**config.mk**
```make
export PLATFORM = sky130hd
export DESIGN_NAME = rx_word_packer
export DESIGN_NICKNAME = d
export VERILOG_FILES = /design/src/rtl/pipeline_pkg.sv /design/src/rtl/sync_fifo.sv /design/src/rtl/rx_word_packer.sv
export SDC_FILE = /design/constraint.sdc
export NUM_CORES = 1
export LEC_CHECK = 0
export ABC_AREA = 1
export BUFFER_PORTS_ARGS = -buffer_cell sky130_fd_sc_hd__buf_4
export CAP_MARGIN = 10
export CELL_PAD_IN_SITES_DETAIL_PLACEMENT = 1
export CELL_PAD_IN_SITES_GLOBAL_PLACEMENT = 1
export CORE_ASPECT_RATIO = 1.25
export CORE_MARGIN = 4
export CORE_UTILIZATION = 40
export CTS_CLUSTER_DIAMETER = 40
export DETAILED_ROUTE_END_ITERATION = 8
export PLACE_DENSITY_LB_ADDON = 0.1
export SKIP_LAST_GASP = 1
export SLEW_MARGIN = 20
export SYNTH_ARGS = -nofsm -noshare
export SYNTH_HDL_FRONTEND = slang
export SYNTH_HIERARCHICAL = 1
export SYNTH_SLANG_ARGS = --single-unit
```
**constraint.sdc**
```tcl
create_clock -name i_clk -period 10.8 [get_ports i_clk]
set_input_delay 0.54 -clock i_clk [delete_from_list [all_inputs] [get_ports i_clk]]
set_output_delay 0.54 -clock i_clk [all_outputs]
set_load 0.01 [all_outputs]
```
**src/rtl/pipeline_pkg.sv**
```systemverilog
// Shared helpers for the receive word-packing pipeline.
// Latency: none (types, constants and constant functions only).
// Backpressure: not applicable.
package pipeline_pkg;

  // Ceiling log2 for sizing counters and pointers (clog2(1) = 0).
  function automatic int clog2(input int value);
    int r;
    r = 0;
    while ((1 << r) < value) r++;
    return r;
  endfunction

  // Number of symbols that make up one assembled word.
  function automatic int syms(input int word_width, input int data_width);
    return word_width / data_width;
  endfunction

  typedef enum logic {
    IDLE     = 1'b0,
    ASSEMBLE = 1'b1
  } asm_state_t;

endpackage

```
**src/rtl/sync_fifo.sv**
```systemverilog
// Synchronous FIFO with the head word presented from storage registers.
// Latency: a push is visible at the head one cycle later when the FIFO was empty.
// Backpressure: a push into a full FIFO is accepted only if a pop happens on the same edge.
//
// Ports: i_clk/i_reset (sync, active high), i_push/i_push_data write side,
// i_pop read side, o_head current head, o_empty/o_full flags, o_count occupancy.
module sync_fifo
  import pipeline_pkg::*;
#(
  parameter int WIDTH = 32,
  parameter int DEPTH = 4
) (
  input  logic                         i_clk,
  input  logic                         i_reset,
  input  logic                         i_push,
  input  logic [WIDTH-1:0]             i_push_data,
  input  logic                         i_pop,
  output logic [WIDTH-1:0]             o_head,
  output logic                         o_empty,
  output logic                         o_full,
  output logic [clog2(DEPTH+1)-1:0]    o_count
);

  localparam int AW   = (DEPTH > 1) ? clog2(DEPTH) : 1;
  localparam int CNTW = clog2(DEPTH + 1);

  logic [WIDTH-1:0] mem [DEPTH];
  logic [AW-1:0]    wr_ptr;
  logic [AW-1:0]    rd_ptr;
  logic [CNTW-1:0]  count;
  logic             push_ok;
  logic             pop_ok;

  assign o_empty = (count == '0);
  assign o_full  = (count == CNTW'(DEPTH));
  assign o_count = count;
  assign o_head  = mem[rd_ptr];

  // When full, the slot being written is the one being popped on this edge,
  // so a simultaneous pop frees room for the push.
  assign push_ok = i_push && (!o_full || i_pop);
  assign pop_ok  = i_pop && !o_empty;

  always_ff @(posedge i_clk) begin
    if (i_reset) begin
      wr_ptr <= '0;
      rd_ptr <= '0;
      count  <= '0;
      for (int i = 0; i < DEPTH; i++) mem[i] <= '0;
    end else begin
      if (push_ok) begin
        mem[wr_ptr] <= i_push_data;
        wr_ptr      <= wr_ptr + AW'(1);
      end
      if (pop_ok) rd_ptr <= rd_ptr + AW'(1);
      case ({push_ok, pop_ok})
        2'b10:   count <= count + CNTW'(1);
        2'b01:   count <= count - CNTW'(1);
        default: count <= count;
      endcase
    end
  end

endmodule

```
**src/rtl/rx_word_packer.sv**
```systemverilog
// Packs received UART symbols into words and queues them for the debug-unit FSM.
// Latency: o_word_valid rises one cycle after the final symbol strobe (empty FIFO).
// Backpressure: valid/ready toward the consumer; a word completing into a full FIFO without a pop is dropped and flagged.
//
// Ports: i_clk/i_reset (sync, active high); i_rx_done/i_rx_data symbol strobe;
// i_msb_first symbol order; i_flush drops a partial word; o_word/o_word_valid/
// i_word_ready output handshake; o_count queue depth; o_partial word in progress;
// o_timeout drop pulse; o_overflow sticky loss flag.
module rx_word_packer
  import pipeline_pkg::*;
#(
  parameter int DATA_WIDTH     = 8,
  parameter int WORD_WIDTH     = 32,
  parameter int FIFO_DEPTH     = 4,
  parameter int TIMEOUT_CYCLES = 100000
) (
  input  logic                              i_clk,
  input  logic                              i_reset,
  input  logic                              i_rx_done,
  input  logic [DATA_WIDTH-1:0]             i_rx_data,
  input  logic                              i_msb_first,
  input  logic                              i_flush,
  output logic [WORD_WIDTH-1:0]             o_word,
  output logic                              o_word_valid,
  input  logic                              i_word_ready,
  output logic [clog2(FIFO_DEPTH+1)-1:0]    o_count,
  output logic                              o_partial,
  output logic                              o_timeout,
  output logic                              o_overflow
);

  localparam int SYMS = syms(WORD_WIDTH, DATA_WIDTH);
  localparam int CW   = (SYMS > 1) ? clog2(SYMS) : 1;
  localparam int TW   = (TIMEOUT_CYCLES > 0) ? clog2(TIMEOUT_CYCLES + 1) : 1;

  asm_state_t             state;
  logic [CW-1:0]          cnt;
  logic [TW-1:0]          idle_cnt;
  logic [WORD_WIDTH-1:0]  word_reg;
  logic                   msb_hold;

  logic                   msb_eff;
  logic [CW-1:0]          slot;
  logic [WORD_WIDTH-1:0]  merged;
  logic                   accept;
  logic                   last_sym;
  logic                   push;
  logic                   pop;
  logic                   expire;
  logic                   fifo_empty;
  logic                   fifo_full;

  // The symbol order is taken live on the first symbol and held afterwards.
  always_comb begin
    msb_eff = (cnt == '0) ? i_msb_first : msb_hold;
    slot    = msb_eff ? (CW'(SYMS - 1) - cnt) : cnt;
    // A new word starts from zero so stale bytes never leak into it.
    merged  = (cnt == '0) ? '0 : word_reg;
    merged[slot*DATA_WIDTH +: DATA_WIDTH] = i_rx_data;
  end

  // A flush always beats a coincident strobe; a strobe always beats expiry.
  assign accept   = i_rx_done && !i_flush;
  assign last_sym = (cnt == CW'(SYMS - 1));
  assign push     = accept && last_sym;
  assign pop      = o_word_valid && i_word_ready;
  assign expire   = (TIMEOUT_CYCLES > 0) && (state == ASSEMBLE) && !i_rx_done &&
                    !i_flush && (idle_cnt == TW'(TIMEOUT_CYCLES - 1));

  assign o_word_valid = !fifo_empty;
  assign o_partial    = (state == ASSEMBLE);

  always_ff @(posedge i_clk) begin
    if (i_reset) begin
      state      <= IDLE;
      cnt        <= '0;
      idle_cnt   <= '0;
      word_reg   <= '0;
      msb_hold   <= 1'b0;
      o_timeout  <= 1'b0;
      o_overflow <= 1'b0;
    end else begin
      o_timeout <= expire;
      if (push && fifo_full && !pop) o_overflow <= 1'b1;

      if (i_flush) begin
        state    <= IDLE;
        cnt      <= '0;
        idle_cnt <= '0;
      end else if (accept) begin
        word_reg <= merged;
        idle_cnt <= '0;
        if (cnt == '0) msb_hold <= i_msb_first;
        if (last_sym) begin
          state <= IDLE;
          cnt   <= '0;
        end else begin
          state <= ASSEMBLE;
          cnt   <= cnt + CW'(1);
        end
      end else if (expire) begin
        state    <= IDLE;
        cnt      <= '0;
        idle_cnt <= '0;
      end else if (state == ASSEMBLE) begin
        idle_cnt <= idle_cnt + TW'(1);
      end
    end
  end

  sync_fifo #(
    .WIDTH (WORD_WIDTH),
    .DEPTH (FIFO_DEPTH)
  ) u_fifo (
    .i_clk       (i_clk),
    .i_reset     (i_reset),
    .i_push      (push),
    .i_push_data (merged),
    .i_pop       (pop),
    .o_head      (o_word),
    .o_empty     (fifo_empty),
    .o_full      (fifo_full),
    .o_count     (o_count)
  );

endmodule

```
==> results.txt <==
- The path class of the tightest hold or removal check is input pin to register.
- Overflow left after global routing: 0
- The clock passes through at most 2 buffers.
- Once the clock tree was built, the setup fixing pass inserted 0 buffers.
- Instance area at placement: 0.0104 mm2
- Register share of total power: 0.523
- The tool flagged a number of max-cap violations equal to 0.
- Number of placed instances, taps included: 1478
- Largest net degree at the start of global routing: 66
- Quantity of gates resized following cts: 0
- Full die area: 0.0272 mm2
- Across every metal layer, demand over resource in global routing totals 0.191.
- At the pin with the least slew margin, the transition time is 1.01 ns.
* Cell occurring most often along the worst timing path: sky130_fd_sc_hd__buf_4
* Vias after detailed routing: 7525
- Dividing the detail-routed wire length by the instance count gives 16.8 um.
- For the final database, setup skew stands at 0.00849 ns.
* Delay contributed by the slowest stage of the critical path: 0.90 ns
- Count of mapped cells out of synthesis: 1143
* End of the worst register-to-register path: u_fifo/mem[0][15]
- Traced cell by cell, the critical path runs through buf_4 > clkinv_2 > o21ai_0 > o22ai_1 > buf_4.
- Power Internal: 1180 uW
- 53 I/O pins were placed.
- Setup violations remaining at the end of the flow were counted as 0.
- The number of global-route vias before repair is 7616.
* Setup_tns: 0 ns
* Net count after synthesis: 1162
* Iteration-0 DRC Markers: 359
* Yosys Warn Count: 6
* Endpoint type of the worst setup path: output port
- In the final design database the tool counted 1191 nets.
- Worst path slowest cell: sky130_fd_sc_hd__clkinv_2
- The worst-case IR drop observed on VDD is 0.109 mV.
- Crit path arrival time: 3.07 ns
* Outcome: completed
- Commonest cells after routing, fill and taps aside: sky130_fd_sc_hd__inv_1 (174), sky130_fd_sc_hd__nand2_1 (167), sky130_fd_sc_hd__nor2_1 (140), sky130_fd_sc_hd__edfxtp_1 (128)
- After synthesis the cells add up to 0.00984 mm2.
- Clock root cell: sky130_fd_sc_hd__clkbuf_16
* Count of antenna diodes in the layout: 0
- The number of antenna violations at the first check in global routing came to 0.
* Final Wtd Congestion: 0.781
* Final worst slack: 7.19 ns
- The die is 183 um tall.
- Leaving out fill and tap cells, the most frequent cell in the layout is sky130_fd_sc_hd__inv_1.
- Clock insertion delay at the later pin of the skew report: 0.44 ns
- The number of cells on the worst reg-to-reg path is 6.
- Setup repair after global routing left no endpoint under its margin.
- DP HPWL: 16200 um
- Number of buffers added on ports: 52
- Worst reg2reg path startpoint: cnt[0]
* Synthesis-stage register bit count: 192
- Share of post-route cells with drive strength above 1: 0.196
- Number of buffers created by CTS: 17
- Placement row count: 63
- Of the total power, combinational logic draws 0.068.
* Leakage: 0.00498 uW
- The area growth from synthesis to layout is 12.0%.
* Avg Vias per Cell: 4.98
- Clock Power Share: 0.408
* Req. time, crit path: 10.26 ns
* Post-Synthesis Mean Instance Area: 8.61 um2
* Number of H-tree levels: 4
- PwrDens: 141 mW/mm2
- Final hold analysis gives a worst-case slack of 0.348 ns.
* Min Tclk post-route: 3.61 ns
- Wire length of the first global-routing pass: 40600 um
* Number of flip-flops in the largest register: 128
- At the placement stage, the worst setup path has a slack of 7.20 ns.
* Hold-fix buffer count after cts: 0
* Cell depth of the worst hold path: 3
- The floorplan step defined a core boundary enclosing 0.0240 mm2.
- Final design instance area without fill: 0.0110 mm2
- In this run the horizontal extent of the chip is 148 um.
- TritonCTS clock tree: done
- In the finished design, the share of the clock period the worst path needs comes to 0.334.
- The worst register-to-register path has a setup slack of 7.80 ns.
- The worst hold path begins at i_rx_done.
- Of the total power, the share spent switching nets is 0.237.
- Wires add up to 25300 um.
- Critical path peak fanout: 65
- Non-filler instance count after layout: 1510
- Counting every sink on the clock net gives 192.
- Synthesis instantiated 35 different standard cells from the library.
* Proportion of synthesized chip area in sequential cells: 0.521
* Initial core utilization: 0.411
* Iteration count of the initial detailed-routing pass: 4
* Final-report hold violation count: 0
- Static timing analysis puts the maximum clock frequency at 277 MHz.
- Switching power total: 367 uW
- By startpoint and endpoint, the worst setup path is classified as register to output port.
- Worst rel slew slack: 0.328
- End of the worst hold path: cnt[1]
* Crit path launch type: register
- Count of nets left with antenna violations after detail routing: 0
- Total count of max-transition violations in the final report: 0
- In the routed design, unresolved DRC markers number 0.
- Clock edge transition at the registers on the reported setup and hold paths: 0.07 ns
==> critical path, delay by kind of cell, from the launching register on <==
| kind | cells | cell delay, ns |
|---|---|---|
| buffers and inverters | 3 | 1.59 |
| AO/OA/AOI/OAI | 2 | 0.65 |
| flip-flops | 1 | 0.31 |
==> worst max path at each step <==
stage,startpoint,endpoint,cells after the start
CTS,register,o_word[16],5
finish,register,o_word[0],5
floorplan,i_rx_done,u_fifo/mem[0][0],6
global route,register,o_word[19],5
global placement,i_flush,u_fifo/mem[0][10],8
detailed placement,i_flush,u_fifo/mem[0][10],8
==> per-layer routing <==
layer / vias to the layer above / global-route usage / routed length [um]
met5: - / 0 / 0
met4: 0 / 0.0462 / 274
met3: 18 / 0.0339 / 812
met2: 85 / 0.336 / 12900
met1: 3687 / 0.246 / 11400
li1: 3735 / - / -
==> area by class of cell <==
class	instances	area, um2
inverters	183	696
flip-flops and latches	192	5130
clock buffers	20	447
repair buffers	66	495
fillers	2881	12900
well taps	325	407
clock inverters	12	135
multi-input cells	712	3720
==> Yosys cell counts (all sizes together) <==
cell type    n  share of area
fa           1         0.0020
a31oi        1        0.00064
nand4        4         0.0032
xor2         5         0.0045
o22ai       32          0.020
nand3       84          0.048
nand2      213           0.11
dfxtp       64           0.13
nor4         1        0.00064
nor2       202          0.094
a21oi       47          0.024
buf         28          0.022
clkbuf      28          0.011
ha           4         0.0051
inv        183          0.071
edfxtp     128           0.39
or2          2         0.0013
xnor2        3         0.0027
nor3        35          0.018
o21ai       78          0.040
==> power by group through the flow <==
stage / registers [uW] / logic (uW) / clock network [uW]
after floorplan: 827 / 72.4 / 0
after global placement: 827 / 106 / 0
after detailed placement: 828 / 108 / 0
after CTS: 812 / 108 / 650
after global routing: 813 / 119 / 680
final: 812 / 106 / 633
==> metrics by stage <==
stage                      util  total power (uW)
final                     0.460              1550
after global routing      0.460              1610
after CTS                 0.460              1570
after detailed placement  0.436               936
after global placement    0.436               934
after floorplan               -               900
==> cells by family after synthesis <==
kind of cell             Yosys count  synth area share
buffers and inverters            239             0.103
adder cells (fa/ha/maj)            5           0.00712
AND/OR/NAND/NOR                  541             0.277
XOR/XNOR                           8           0.00712
AO/OA/AOI/OAI                    158            0.0849
flip-flops                       192             0.521
Note: power is estimated with default switching activity, not from simulation.
